`src/rtl/multi_clock_gen_pkg.sv`:
```
// Shared definitions for the multi-channel programmable clock generator:
// channel state encoding and default parameter values.
package multi_clock_gen_pkg;

    typedef enum logic {
        IDLE = 1'b0,
        RUN  = 1'b1
    } chan_state_e;

    localparam int DEF_N    = 2;
    localparam int DEF_W    = 8;
    localparam int DEF_HALF = 10;

endpackage

```
`src/rtl/clock_gen_chan.sv`:
```
// One clock channel: half-period counter, active/shadow half-period pair,
// and the IDLE/RUN control that toggles the generated clock.
module clock_gen_chan
    import multi_clock_gen_pkg::*;
#(
    parameter int W            = DEF_W,
    parameter int DEFAULT_HALF = DEF_HALF
) (
    input  logic         clk_i,
    input  logic         rst_i,
    input  logic         en_i,
    input  logic         load_i,
    input  logic [W-1:0] load_half_i,
    input  logic         sync_i,
    output logic         clk_o,
    output logic         tick_o,
    output logic         active_o
);

    localparam logic [W-1:0] RST_HALF = W'(DEFAULT_HALF);

    // A programmed half-period of zero behaves like one.
    function automatic logic [W-1:0] eff_half(input logic [W-1:0] h);
        return (h == '0) ? {{(W-1){1'b0}}, 1'b1} : h;
    endfunction

    chan_state_e  state_q, state_d;
    logic [W-1:0] cnt_q, cnt_d;
    logic [W-1:0] hp_q, hp_d;
    logic [W-1:0] shadow_q, shadow_d;
    logic         pend_q, pend_d;
    logic         clk_q, clk_d;
    logic         tick_q, tick_d;
    logic [W-1:0] hp_m1;

    always_ff @(posedge clk_i) begin
        if (rst_i) begin
            state_q  <= IDLE;
            cnt_q    <= '0;
            hp_q     <= RST_HALF;
            shadow_q <= RST_HALF;
            pend_q   <= 1'b0;
            clk_q    <= 1'b0;
            tick_q   <= 1'b0;
        end else begin
            state_q  <= state_d;
            cnt_q    <= cnt_d;
            hp_q     <= hp_d;
            shadow_q <= shadow_d;
            pend_q   <= pend_d;
            clk_q    <= clk_d;
            tick_q   <= tick_d;
        end
    end

    always_comb begin
        state_d  = state_q;
        cnt_d    = cnt_q;
        hp_d     = hp_q;
        shadow_d = shadow_q;
        pend_d   = pend_q | load_i;
        clk_d    = clk_q;
        tick_d   = 1'b0;
        hp_m1    = eff_half(hp_q) - 1'b1;

        if (load_i) begin
            shadow_d = load_half_i;
        end

        case (state_q)
            IDLE: begin
                cnt_d = '0;
                clk_d = 1'b0;
                if (pend_q) begin
                    hp_d   = shadow_q;
                    pend_d = load_i;
                end
                if (en_i) begin
                    state_d = RUN;
                end
            end
            RUN: begin
                if (!en_i) begin
                    state_d = IDLE;
                    cnt_d   = '0;
                    clk_d   = 1'b0;
                end else if (sync_i) begin
                    cnt_d = '0;
                    clk_d = 1'b0;
                end else if (cnt_q == hp_m1) begin
                    // Shadow only lands on a toggle so no half-period is cut short.
                    cnt_d  = '0;
                    clk_d  = ~clk_q;
                    tick_d = 1'b1;
                    if (pend_q) begin
                        hp_d   = shadow_q;
                        pend_d = load_i;
                    end
                end else begin
                    cnt_d = cnt_q + 1'b1;
                end
            end
            default: ;
        endcase

        // Sync commits the newest half-period, including one loaded this cycle.
        if (sync_i) begin
            hp_d   = load_i ? load_half_i : (pend_q ? shadow_q : hp_q);
            pend_d = 1'b0;
        end
    end

    assign clk_o    = clk_q;
    assign tick_o   = tick_q;
    assign active_o = (state_q == RUN);

endmodule

```
`src/rtl/multi_clock_gen.sv`:
```
// N-channel programmable clock generator: decodes the load target and fans
// the sync strobe out to one clock_gen_chan per channel.
module multi_clock_gen
    import multi_clock_gen_pkg::*;
#(
    parameter int N            = DEF_N,
    parameter int W            = DEF_W,
    parameter int DEFAULT_HALF = DEF_HALF
) (
    input  logic         clk,
    input  logic         rst,
    input  logic [N-1:0] en,
    input  logic         load,
    input  logic [3:0]   load_ch,
    input  logic [W-1:0] load_half,
    input  logic         sync,
    output logic [N-1:0] clk_out,
    output logic [N-1:0] tick,
    output logic [N-1:0] active
);

    genvar i;
    generate
        for (i = 0; i < N; i++) begin : g_chan
            // Indices at or above N never match, so such loads are dropped.
            logic ld_sel;
            assign ld_sel = load && (load_ch == 4'(i));

            clock_gen_chan #(
                .W            (W),
                .DEFAULT_HALF (DEFAULT_HALF)
            ) u_chan (
                .clk_i       (clk),
                .rst_i       (rst),
                .en_i        (en[i]),
                .load_i      (ld_sel),
                .load_half_i (load_half),
                .sync_i      (sync),
                .clk_o       (clk_out[i]),
                .tick_o      (tick[i]),
                .active_o    (active[i])
            );
        end
    endgenerate

endmodule

```
`config.mk`:
```
export PLATFORM = sky130hd
export DESIGN_NAME = multi_clock_gen
export DESIGN_NICKNAME = d
export VERILOG_FILES = /design/src/rtl/multi_clock_gen_pkg.sv /design/src/rtl/clock_gen_chan.sv /design/src/rtl/multi_clock_gen.sv
export SDC_FILE = /design/constraint.sdc
export NUM_CORES = 1
export LEC_CHECK = 0
export ABC_AREA = 1
export CAP_MARGIN = 20
export CELL_PAD_IN_SITES_DETAIL_PLACEMENT = 1
export CELL_PAD_IN_SITES_GLOBAL_PLACEMENT = 2
export CORE_ASPECT_RATIO = 1.2
export CORE_MARGIN = 2
export CORE_UTILIZATION = 30
export DETAILED_ROUTE_END_ITERATION = 8
export PLACE_DENSITY = 0.87
export SLEW_MARGIN = 20
export SYNTH_ARGS = -nofsm -noshare
export SYNTH_HDL_FRONTEND = slang
export SYNTH_SLANG_ARGS = --single-unit
```
`constraint.sdc`:
```
create_clock -name clk -period 2.32 [get_ports clk]
set_input_delay 0.58 -clock clk [delete_from_list [all_inputs] [get_ports clk]]
set_output_delay 0.58 -clock clk [all_outputs]
set_load 0.05 [all_outputs]
```
# After elaboration in Yosys (flattened, before gate mapping)
# Index checks and enable logic that the tools add are counted.
totals:
  word_cells: 87
  memories: 0
  inputBits: 18
  latch_bits: 0
  register_bits: 56
  output_inout_bits: 6
  rom_bits: 0
  mem_bits_rw: 0
op_classes:
  addsub: 4
  eq_ne: 9
  div: 0
  mul: 0
  bitwise: 8
  reduce_logical: 10
  muxes: 42
  magnitude_cmp: 0
  n_shift: 0
ops:
  columns: ["op", "count"]
  rows:
  - ["8-bit two-way mux", 18]
  - ["8-bit one-hot mux with 2 select lines", 4]
  - ["8-bit by 1-bit adder with 8-bit output, second input constant", 2]
  - ["8-bit == test", 2]
  - ["8-bit logical NOT", 2]
  - ["1-bit two-way mux", 16]
  - ["8-bit by 1-bit subtractor with 8-bit output, second input constant", 2]
  - ["3-bit inequality test, second input constant", 4]
  - ["4-bit inequality test, second input constant", 2]
  - ["1-bit one-hot mux with 2 select lines", 4]
  - ["4-bit OR reduction", 2]
  - ["1-bit NOT", 6]
  - ["4-bit by 1-bit == test with 1-bit output, second input constant", 1]
  - ["4-bit logical NOT", 1]
  - ["2-bit AND reduction", 2]
  - ["1-bit logical AND", 2]
  - ["1-bit OR", 2]
  - ["2-bit OR reduction", 1]

# Longest topological paths before layout
# Gate-level depths: netlist of run 1.
logic_depth:
  word_depth: 8
  mapped_depth: 21
  mapped_depth_nobuf: 20

# Cells and area by module
# From an unflattened synthesis of run 1, not the netlist that was laid out.
unflattened:
  hier_cells: 474
  area_unflattened_um2: 3145.5
modules_own_cells:
  columns: ["module", "seq_area_each_um2", "instances", "cells_per_inst", "area_each_um2"]
  rows:
  - ["clock_gen_chan", 560.5, 2, 233, 1557.7]
  - ["multi_clock_gen", 0.0, 1, 8, 30.0]

# Worst setup path before layout of run 1
# No wires, ideal clock.
synth_timing:
  path_kind: "flip-flop to flip-flop"
  start: "reg g_chan[0].u_chan.hp_q[2]"
  end: "reg g_chan[0].u_chan.hp_q[6]"
  slack_ns: 0.148
  period_less_slack_ns: 2.172
  setup_ns: 0.115
  required_time_ns: 2.205
  n_path_buf: 1
  path_stages_with_launch: 21
  t_arrival_ns: 2.057
  path_cell_list: "dfxtp_1 -> nor2_4 -> nand2_2 -> inv_2 -> nand2_4 -> nand2_2 -> inv_2 -> ha_1 -> inv_1 -> nand2_1 -> nand3_1 -> nand2_1 -> nor2_1 -> nand2_1 -> nor2_1 -> nand2_1 -> nor2_4 -> nand3_4 -> buf_6 -> a21oi_1 -> nor2_1"
synth_between:
  elab_chain_len: 6
synth_lines:
  columns: ["item", "line", "text"]
  rows:
  - ["start, declared", "clock_gen_chan.sv:29", "logic [W-1:0] hp_q, hp_d;"]
  - ["start signal, assigned", "clock_gen_chan.sv:48", "hp_q <= hp_d;"]
  - ["8-bit logical NOT", "clock_gen_chan.sv:24", "return (h == '0) ? {{(W-1){1'b0}}, 1'b1} : h;"]
  - ["8-bit two-way mux *", "clock_gen_chan.sv:24", null]
  - ["8-bit by 1-bit subtractor with 8-bit output *", "clock_gen_chan.sv:64", "hp_m1 = eff_half(hp_q) - 1'b1;"]
  - ["8-bit == test *", "clock_gen_chan.sv:90", "end else if (cnt_q == hp_m1) begin"]
  - ["3-bit inequality test (no line) *", null, null]
  - ["2-bit AND reduction (no line) *", null, null]
# Mark *: on every way between the ends. The rest lies on a longest branch, timed or not.
# A chain may end at the register's enable or synchronous reset.

# Final worst setup path of run 1
layout_timing:
  start: "reg g_chan[0].u_chan.hp_q[4]"
  end: "reg g_chan[0].u_chan.hp_q[4]"
layout_between:
  elab_chain_len: 6
  word_cells_on_any_way: 12
  classes_between: "add/sub: 1; eq/ne: 2; mux: 7; reduce/logical: 2"
layout_lines:
  columns: ["item", "line"]
  rows:
  - ["8-bit logical NOT", "clock_gen_chan.sv:24"]
  - ["8-bit two-way mux", "clock_gen_chan.sv:24"]
  - ["8-bit by 1-bit subtractor with 8-bit output", "clock_gen_chan.sv:64"]
  - ["8-bit == test", "clock_gen_chan.sv:90"]
  - ["3-bit inequality test (no line)", null]
  - ["2-bit AND reduction (no line)", null]
# Parallel ways exist; a longest one is shown, timed or not. The select of a mux whose other input is x is not followed.

==> results of run 1 <==
cell usage in the layout, fill, tap and decap left out, drive strengths merged:
| cell | count |
|---|---|
| clkdlybuf4s50 | 23 |
| ha | 4 |
| clkinv | 1 |
| dfxtp | 56 |
| o211ai | 11 |
| nand4 | 7 |
| xor2 | 11 |
| a21boi | 5 |
| or2 | 1 |
| nor3b | 2 |
| a21o | 1 |
| nand3 | 46 |
| xnor2 | 7 |
| mux2 | 1 |
| a21oi | 20 |
| clkbuf | 6 |
| nand2 | 120 |
| buf | 43 |
| bufinv | 1 |
| o21ai | 32 |
| clkinvlp | 1 |
| nor3 | 7 |
| inv | 61 |
| nor2 | 67 |
cell type report:
| class | count | area (µm²) |
|---|---|---|
| well taps | 129 | 161 |
| inverters | 61 | 234 |
| flip-flops and latches | 56 | 1130 |
| multi-input cells | 342 | 1940 |
| clock inverters | 3 | 42.5 |
| repair buffers | 67 | 603 |
| clock buffers | 5 | 125 |
| fillers | 1315 | 6270 |
cell families (layout without fill, tap and decap cells):
family	count (synthesis)	count (layout)
muxes	1	1
adders and majority gates	4	4
DFF	56	56
AOI/OAI and AO/OA	69	69
and+or+nand+nor	249	250
buffers and inverters	82	136
xor gates and xnor gates	18	18
registers in the layout, indices dropped and copies added, names as in the netlist:
register                count
g_chan.u_chan.cnt_q        16
g_chan.u_chan.hp_q         16
g_chan.u_chan.shadow_q     16
g_chan.u_chan.active_o      2
g_chan.u_chan.clk_o         2
g_chan.u_chan.pend_q        2
g_chan.u_chan.tick_o        2
worst max path at each step:
stage | slack (ns) | depth (start not counted) | startpoint | endpoint
after floorplan | 0.15 | 20 | g_chan[0].u_chan.hp_q[2] | g_chan[0].u_chan.hp_q[6]
after global placement | 0.04 | 19 | g_chan[0].u_chan.hp_q[4] | g_chan[0].u_chan.hp_q[2]
after detailed placement | -0.11 | 19 | g_chan[0].u_chan.hp_q[2] | g_chan[0].u_chan.hp_q[4]
after CTS | 0.009 | 18 | g_chan[1].u_chan.hp_q[2] | g_chan[1].u_chan.hp_q[0]
after global routing | -0.12 | 20 | g_chan[0].u_chan.hp_q[4] | g_chan[0].u_chan.hp_q[4]
final | 0.07 | 20 | g_chan[0].u_chan.hp_q[4] | g_chan[0].u_chan.hp_q[4]
where the power goes:
group / internal (mW) / leakage (nW) / switching (mW)
Clock: 0.509 / 0.0798 / 0.385
Combinational: 0.181 / 1.28 / 0.225
Sequential: 0.987 / 0.456 / 0.0215
metrics by stage:
| step | setup WS (ns) | TNS, ns | area (µm²) |
|---|---|---|---|
| after CTS | 0.00940 | 0 | 3990 |
| after floorplan | 0.148 | 0 | 3240 |
| after detailed placement | -0.107 | -0.531 | 3780 |
| after global routing | -0.118 | -1.16 | 4240 |
| after global placement | 0.0392 | 0 | 3780 |
| final | 0.0703 | 0 | 4240 |
per-layer routing:
layer	share of wire, %	vias up
met5	0	-
met4	1.3	0
met3	1.5	9
met2	56	22
met1	41	1581
li1	-	1632
worst max-delay path, stage by stage (launching register included):
cell	delay, ns
dfxtp_1	0.36
nor2_4	0.11
nand2_2	0.08
inv_2	0.07
nand2_4	0.05
nand2_4	0.08
inv_4	0.04
ha_4	0.18
inv_4	0.07
nand2_2	0.05
nand3_2	0.07
nand2_1	0.05
nor2_1	0.11
nand2_1	0.06
nor2_1	0.09
nand2_1	0.09
nor2_4	0.18
nand3_4	0.19
nand3_2	0.12
nand2_1	0.05
nor2_1	0.10
repair_timing:
action	in CTS	in global routing
pin swaps	1	29
setup buffers	0	10
gates cloned	1	1
setup endpoints to repair	20	37
gates resized for setup	12	46
==> results.py, run 1 <==
metrics = {
    "run_status": {
        "status": "complete, no violations",
    },
    "critical_path": {
        "worstSetupStartpointType": "flip-flop",
        "cp_max_fo": 8,
        "r2r-start": "g_chan[0].u_chan.hp_q[4]",
        "endpoint_kind": "flip-flop",
        "arrival_ns": 2.49,
        "critical_path_class": "reg -> reg",
        "regToRegSetupSlack_ns": 0.07,
        "rr_endpoint": "g_chan[0].u_chan.hp_q[4]",
        "rr_worst_depth": 20,
        "cp.required_ns": 2.56,
    },
    "power_and_ir_drop": {
        "ir_drop_mv": 0.305,
        "power.density_nw_per_um2": 544,
        "power_mw": 2.31,
        "p_leak_nw": 1.82,
    },
    "final_layout": {
        "area_growth_pct": 31.0,
        "stdcell_count": 663,
        "nets": 555,
        "final_util_pct": 40.3,
        "diodes": 0,
        "drive_gt1_share_pct": 24.0,
    },
    "sta": {
        "fmax_mhz": 444,
        "setup_viol": 0,
        "period_minus_slack_ns": 2.25,
        "worst_slew_pin_slew_ns": 0.536,
        "slew-limit-headroom_pct": 64.2,
        "period_share_pct": 97.0,
        "worst_clock_skew_ns": 0.0103,
        "rsz0062_at_grt": "yes",
        "worst_hold_slack_ns": 0.467,
        "hold_viol": 0,
        "slew_violations": 0,
    },
    "clocking": {
        "cts.path.max_buffers": 2,
        "cts_hold_buffers": 0,
        "root_buffer": "clkbuf_16",
        "clock-sinks": 56,
        "insertion_delay_ns": 0.30,
        "cts.clk_slew.worst_paths_ns": 0.08,
        "cts_tree": "done",
        "cts_buffers": 5,
        "cts.htree.levels": 2,
    },
    "worst_hold_path": {
        "hold_path_end": "g_chan[1].u_chan.shadow_q[2]",
        "worstHoldPathCells": 2,
        "hold_start": "g_chan[1].u_chan.shadow_q[2]",
        "hold_class": "reg -> reg",
    },
    "place": {
        "dp_hpwl_mm": 6.91,
        "dpl.cell_count": 643,
        "io_buffers": 23,
        "place.gp.congestion": 0.867,
    },
    "grt": {
        "grt_busiest_layer": "met2",
        "antenna_found_initial": 0,
        "grt_pass1_vias": 3182,
        "grt_util_all_layers_pct": 15.5,
        "overflow": 0,
        "grt_max_degree": 23,
        "use_met2_pct": 29.5,
        "use_met1_pct": 17.4,
        "met3_usage_pct": 2.08,
        "grt_pass1_wl_mm": 14.9,
    },
    "yosys": {
        "yosysUniqueCellTypes": 32,
        "synth_seq_cells": 56,
        "synth_xor_area_share_pct": 4.87,
        "synth_top_area_share_pct": 34.6,
        "syn_inst": 479,
        "synth-edff-count": 0,
        "syn-num-nets": 501,
        "yosysWarnings": 0,
        "synth-simple-area-share_pct": 35.8,
        "synth_common_cells": "nand2_1, nor2_1, dfxtp_1",
        "avgSynthCellArea_um2": 6.76,
        "synth_flop_cell": "dfxtp_1",
        "synth_top_family_by_area": "simple AND/OR/NAND/NOR gates",
        "synth_mux_area_share_pct": 0.348,
        "synth.most_common_cell": "nand2_1",
        "yosys-top-cells-area": "dfxtp_1, nand2_1, nor2_1",
        "synthAdderAreaFrac_pct": 1.54,
        "synth_async_sr_flop_share_pct": 0,
        "synthesis.area_um2": 3240,
        "synth_top_area_cell": "dfxtp_1",
        "ys_seq_area_share_pct": 34.6,
        "synth_compound_area_share_pct": 12.0,
    },
    "routing": {
        "wirelength_mm": 9.75,
        "drcViolationCount": 0,
        "drt-vias-per-instance": 4.89,
        "firstDrtPassIters": 4,
        "vias": 3244,
        "routedWlPerCell_um": 14.7,
        "drt_iter0_drc": 54,
        "antenna_left": 0,
    },
    "floorplan": {
        "num_rows": 41,
        "start_util_pct": 30.8,
        "die-area_um2": 11600,
        "core_um2": 10500,
        "die_x_um": 98.9,
        "die-height_um": 118,
        "num_io_pins": 24,
    },
    "job": {
        "maxCapViolations": 0,
    },
}
Power figures use the tool's default switching activity.
==> run 2, diff against run 1 <==
--- a/config.mk
+++ b/config.mk
@@ -9,11 +9,11 @@
 export CAP_MARGIN = 20
 export CELL_PAD_IN_SITES_DETAIL_PLACEMENT = 1
 export CELL_PAD_IN_SITES_GLOBAL_PLACEMENT = 2
-export CORE_ASPECT_RATIO = 1.2
+export CORE_ASPECT_RATIO = 1.5
 export CORE_MARGIN = 2
-export CORE_UTILIZATION = 30
+export CORE_UTILIZATION = 35
 export DETAILED_ROUTE_END_ITERATION = 8
-export PLACE_DENSITY = 0.87
+export PLACE_DENSITY = 0.95
 export SLEW_MARGIN = 20
 export SYNTH_ARGS = -nofsm -noshare
 export SYNTH_HDL_FRONTEND = slang
==> constraint.sdc (replaced) <==
create_clock -name clk -period 2.7 [get_ports clk]
set_input_delay 0.405 -clock clk [delete_from_list [all_inputs] [get_ports clk]]
set_output_delay 0.405 -clock clk [all_outputs]
set_load 0.05 [all_outputs]
==> results.py, run 2 (synthesis gave the netlist of run 1 again) <==
metrics = {
    "floorplan": {
        "die-height_um": 122,
        "die-area_um2": 10100,
        "start_util_pct": 35.4,
        "num_io_pins": 24,
        "num_rows": 43,
        "core_um2": 9150,
        "die_x_um": 82.6,
    },
    "place": {
        "dp_slack_ns": 0.0793,
        "place_area_um2": 3540,
        "place.gp.congestion": 0.850,
        "io_buffers": 23,
        "dp_hpwl_mm": 6.79,
    },
    "sta": {
        "slew_violations": 0,
        "period_minus_slack_ns": 2.51,
        "fmax_mhz": 399,
        "hold_viol": 0,
        "tns_ns": 0,
        "setup_viol": 0,
        "period_share_pct": 92.9,
        "worst_slack_ns": 0.191,
        "worst_slew_pin_slew_ns": 0.754,
        "worst_clock_skew_ns": 0.00272,
        "slew-limit-headroom_pct": 49.7,
    },
    "power_and_ir_drop": {
        "power_mw": 1.82,
        "p_seq_share_pct": 47.8,
        "p_switching_mw": 0.491,
        "p_sw_share_pct": 27.0,
        "combPwrFrac_pct": 15.4,
        "clock_power_share_pct": 36.8,
        "power.density_nw_per_um2": 478,
        "p_leak_nw": 1.62,
        "ir_drop_mv": 0.247,
        "p_int_mw": 1.33,
    },
    "critical_path": {
        "arrival_ns": 2.70,
        "endpoint_kind": "flip-flop",
        "critical_path_class": "reg -> reg",
        "cp_max_fo": 8,
        "cp.required_ns": 2.89,
        "worstSetupStartpointType": "flip-flop",
    },
    "grt": {
        "grt_busiest_layer": "met2",
        "use_met1_pct": 18.9,
        "grt_pass1_wl_mm": 15.0,
        "grt_util_all_layers_pct": 19.2,
        "use_met2_pct": 38.5,
        "grt_max_degree": 23,
        "overflow": 0,
        "met3_usage_pct": 2.74,
        "grt_pass1_vias": 3308,
        "antenna_found_initial": 0,
    },
    "routing": {
        "firstDrtPassIters": 5,
        "vias": 3117,
        "antenna_left": 0,
        "routedWlPerCell_um": 14.9,
        "drt_iter0_drc": 81,
        "wirelength_mm": 9.12,
        "drcViolationCount": 0,
        "drt-vias-per-instance": 5.08,
    },
    "clocking": {
        "insertion_delay_ns": 0.30,
        "cts.htree.levels": 2,
        "cts_hold_buffers": 0,
        "cts.clk_slew.worst_paths_ns": 0.07,
        "cts.path.max_buffers": 2,
        "cts_buffers": 5,
        "root_buffer": "clkbuf_16",
        "clock-sinks": 56,
        "cts_tree": "done",
    },
    "final_layout": {
        "drive_gt1_share_pct": 13.1,
        "diodes": 0,
        "final_common_cell": "nand2_1",
        "nets": 523,
        "fin_area_um2": 3810,
        "area_growth_pct": 17.5,
        "final_util_pct": 41.6,
        "top_regs": "g_chan.u_chan.cnt_q: 16 flops, g_chan.u_chan.hp_q: 16 flops, g_chan.u_chan.shadow_q: 16 flops",
        "layout.cells.most_common_list": "nand2_1, nor2_1, inv_1, dfxtp_1, nand3_1",
    },
    "job": {
        "maxCapViolations": 0,
    },
    "worst_hold_path": {
        "hold_class": "reg -> reg",
    },
    "run_status": {
        "status": "complete, no violations",
    },
}
run 2: worst paths after layout:
kind / endpoint / slack (ns) / start / cells past startpoint
worst max register to register: g_chan[1].u_chan.hp_q[5] / 0.19 / g_chan[1].u_chan.hp_q[2] / 17
worst max-delay path: g_chan[1].u_chan.hp_q[5] / 0.19 / g_chan[1].u_chan.hp_q[2] / 17
worst min register to register: g_chan[1].u_chan.shadow_q[0] / 0.47 / g_chan[1].u_chan.shadow_q[0] / 2
worst min-delay path: g_chan[1].u_chan.shadow_q[0] / 0.47 / g_chan[1].u_chan.shadow_q[0] / 2
run 2: what timing repair did:
item                                    in CTS  in global routing
gates resized for setup                      0                 23
endpoints found under the setup margin       0                 27
buffers inserted                             0                  4
run 2: power by group through the flow:
stage	Sequential (mW)	Combinational, mW	Clock (mW)
finish	0.868	0.281	0.669
global route	0.871	0.315	0.734
CTS	0.870	0.252	0.698
detailed placement	0.889	0.250	0
global placement	0.888	0.241	0
floorplan	0.881	0.173	0
run 2: area by class of cell:
class                   count  area [µm²]
inverters                  61         229
multi-input cells         343        1850
flip-flops and latches     56        1130
fillers                  1209        5340
clock inverters             2        10.0
well taps                 112         140
repair buffers             34         313
clock buffers               6         139
run 2: worst max-delay path, stage by stage (launching register included):
cell     delay [ns]
dfxtp_1        0.33
inv_2          0.10
nand2_1        0.07
nor2_2         0.14
nand2_2        0.11
nand2_1        0.10
inv_1          0.05
ha_1           0.24
inv_1          0.07
nand2_1        0.07
nand3_1        0.09
nand3_1        0.09
nor2_1         0.14
nand3_1        0.10
nor2_2         0.22
nand3_2        0.23
a21oi_1        0.19
nor2_1         0.06
run 2: routing by layer:
layer  vias up  routed length, µm
met5         -                  0
li1       1560                  -
met3        21                142
met1      1508               3420
met2        28               5290
met4         0                270
run 2: through the flow:
| stage | cells | hold WS (ns) |
|---|---|---|
| global placement | 600 | 0.452 |
| finish | 614 | 0.465 |
| CTS | 608 | 0.468 |
| detailed placement | 600 | 0.456 |
| global route | 614 | 0.499 |
| floorplan | 479 | 0.441 |
==> run 3, diff against run 2 <==
--- a/config.mk
+++ b/config.mk
@@ -6,14 +6,14 @@
 export NUM_CORES = 1
 export LEC_CHECK = 0
 export ABC_AREA = 1
-export CAP_MARGIN = 20
 export CELL_PAD_IN_SITES_DETAIL_PLACEMENT = 1
 export CELL_PAD_IN_SITES_GLOBAL_PLACEMENT = 2
 export CORE_ASPECT_RATIO = 1.5
 export CORE_MARGIN = 2
 export CORE_UTILIZATION = 35
 export DETAILED_ROUTE_END_ITERATION = 8
-export PLACE_DENSITY = 0.95
+export PLACE_DENSITY_LB_ADDON = 0.12
+export SKIP_LAST_GASP = 1
 export SLEW_MARGIN = 20
 export SYNTH_ARGS = -nofsm -noshare
 export SYNTH_HDL_FRONTEND = slang
==> results.py, run 3 (synthesis gave the netlist of run 1 again) <==
metrics = {
    "clocking": {
        "cts_buffers": 5,
        "root_buffer": "clkbuf_16",
        "cts.path.max_buffers": 2,
        "clock-sinks": 56,
        "cts.clk_slew.worst_paths_ns": 0.07,
        "insertion_delay_ns": 0.29,
        "cts.htree.levels": 2,
        "cts_hold_buffers": 0,
        "cts_tree": "done",
    },
    "critical_path": {
        "setup.worst_path.end": "g_chan[0].u_chan.hp_q[2]",
        "critical_path_class": "reg -> reg",
        "path_cells": "nor2_2 > nand2_2 > inv_2 > nand2_4 > nand2_2 > inv_2 > ha_2 > inv_2 > nand2_1 > nand3_1 > nand2_1 > nor2_1 > nand2_1 > nor2_1 > nand2_1 > nor2_4 > nand3_4 > a21boi_1 > nor2_1",
        "cp.depth": 19,
        "worstSetupStartpoint": "g_chan[0].u_chan.hp_q[5]",
        "endpoint_kind": "flip-flop",
        "rr_worst_depth": 19,
        "worstSetupStartpointType": "flip-flop",
        "regToRegSetupSlack_ns": 0.26,
        "rr_endpoint": "g_chan[0].u_chan.hp_q[2]",
        "critPathTopFamily": "simple AND/OR/NAND/NOR gates",
        "slowest_stage": "dfxtp_1",
        "crit_top_cell": "nand2_1",
        "slowest_delay_ns": 0.38,
        "cp_max_fo": 8,
        "path_buf_inv": 3,
        "cp.required_ns": 2.89,
        "r2r-start": "g_chan[0].u_chan.hp_q[5]",
        "arrival_ns": 2.63,
    },
    "place": {
        "io_buffers": 23,
        "dp_hpwl_mm": 7.32,
        "dp_slack_ns": 0.0886,
        "place.gp.congestion": 0.772,
        "place_area_um2": 3560,
    },
    "routing": {
        "routedWlPerCell_um": 15.2,
        "firstDrtPassIters": 4,
        "wirelength_mm": 9.32,
        "drcViolationCount": 0,
        "drt_iter0_drc": 87,
        "m1WireLength_mm": 3.64,
        "drt-vias-per-instance": 4.93,
        "met3RoutedLength_um": 126,
        "antenna_left": 0,
        "wl_met2_mm": 5.35,
        "vias": 3020,
        "top_layer": "met4",
    },
    "final_layout": {
        "regArea_um2": 1120,
        "fin_area_um2": 3770,
        "nets": 522,
        "top_regs": "g_chan.u_chan.cnt_q: 16 flops, g_chan.u_chan.hp_q: 16 flops, g_chan.u_chan.shadow_q: 16 flops",
        "multi_input_area_um2": 1810,
        "area_growth_pct": 16.3,
        "fill_cells": 1212,
        "final_common_cell": "nand2_1",
        "diodes": 0,
        "drive_gt1_share_pct": 11.8,
        "layout.cells.most_common_list": "nand2_1, nor2_1, dfxtp_1",
    },
    "floorplan": {
        "die-area_um2": 10100,
        "num_rows": 43,
        "die_x_um": 82.6,
        "die-height_um": 122,
        "start_util_pct": 35.4,
        "num_io_pins": 24,
        "core_um2": 9150,
    },
    "sta": {
        "period_share_pct": 90.3,
        "tns_ns": 0,
        "period_minus_slack_ns": 2.44,
        "worst_clock_skew_ns": 0.00433,
        "worst_slack_ns": 0.262,
        "worst_slew_pin_slew_ns": 0.598,
        "fmax_mhz": 410,
        "setup_viol": 0,
        "slew_violations": 0,
        "hold_viol": 0,
        "slew-limit-headroom_pct": 60.1,
    },
    "grt": {
        "overflow": 0,
        "grt_util_all_layers_pct": 19.6,
        "antenna_found_initial": 0,
        "grt_pass1_vias": 3104,
        "grt_pass1_wl_mm": 14.7,
        "grt_max_degree": 18,
    },
    "power_and_ir_drop": {
        "power_mw": 1.82,
        "p_leak_nw": 1.61,
        "power.density_nw_per_um2": 482,
        "ir_drop_mv": 0.253,
    },
    "run_status": {
        "status": "complete, no violations",
    },
    "worst_hold_path": {
        "hold_class": "reg -> reg",
    },
    "job": {
        "maxCapViolations": 0,
    },
}
## run 3: changes by cell type in the layout (fill, tap and decap cells not counted), moves of 2 or more
cell / change
dfxtp_1: +2
nand2_1: +2
clkinv_2: -2
dfxtp_4: -2
## run 3: worst reg2reg max path, stage by stage (launching register included)
cell and delay [ns]:
dfxtp_1 0.38, nor2_2 0.16, nand2_2 0.08, inv_2 0.07
nand2_4 0.07, nand2_2 0.08, inv_2 0.04, ha_2 0.21
inv_2 0.07, nand2_1 0.06, nand3_1 0.07, nand2_1 0.06
nor2_1 0.08, nand2_1 0.05, nor2_1 0.13, nand2_1 0.11
nor2_4 0.21, nand3_4 0.17, a21boi_1 0.19, nor2_1 0.06
## run 3: worst min path at each step
stage,start,slack [ns],to,cells past startpoint
4_1_cts,g_chan[1].u_chan.shadow_q[7],0.47,g_chan[1].u_chan.shadow_q[7],2
6_report,g_chan[1].u_chan.shadow_q[7],0.46,g_chan[1].u_chan.shadow_q[7],2
5_1_grt,g_chan[1].u_chan.shadow_q[2],0.49,g_chan[1].u_chan.shadow_q[2],2
3_5_place_dp,g_chan[1].u_chan.shadow_q[7],0.45,g_chan[1].u_chan.shadow_q[7],2
3_3_place_gp,g_chan[1].u_chan.shadow_q[5],0.45,g_chan[1].u_chan.shadow_q[5],2
2_1_floorplan,g_chan[0].u_chan.cnt_q[0],0.44,g_chan[0].u_chan.cnt_q[0],1
## run 3: cell type report
type	count	share of cell area, %
sequential	56	29.8
clock buffer	7	3.78
clock inverter	1	0.199
tap	112	3.72
inverter	61	6.08
timing repair buffer	34	8.30
multi-input combinational	342	48.1
## run 3: power by group
group	internal [mW]	switching, mW
Clock	0.371	0.308
Combinational	0.110	0.161
Sequential	0.847	0.0217
## run 3: through the flow
stage	util [%]	hold slack (ns)	instances
global placement	38.9	0.452	603
global route	41.2	0.494	613
CTS	40.6	0.467	611
finish	41.2	0.465	613
detailed placement	38.9	0.455	603
floorplan	-	0.441	479
## run 3: layer usage
metal	vias up	track usage, %
met3	9	2.44
met2	21	38.1
met4	0	6.66
li1	1567	-
met1	1423	20.9
met5	-	0
## run 3: what timing repair did
action	CTS	global route
resized for setup	0	14
setup buffers	0	1
setup endpoints to repair	0	27
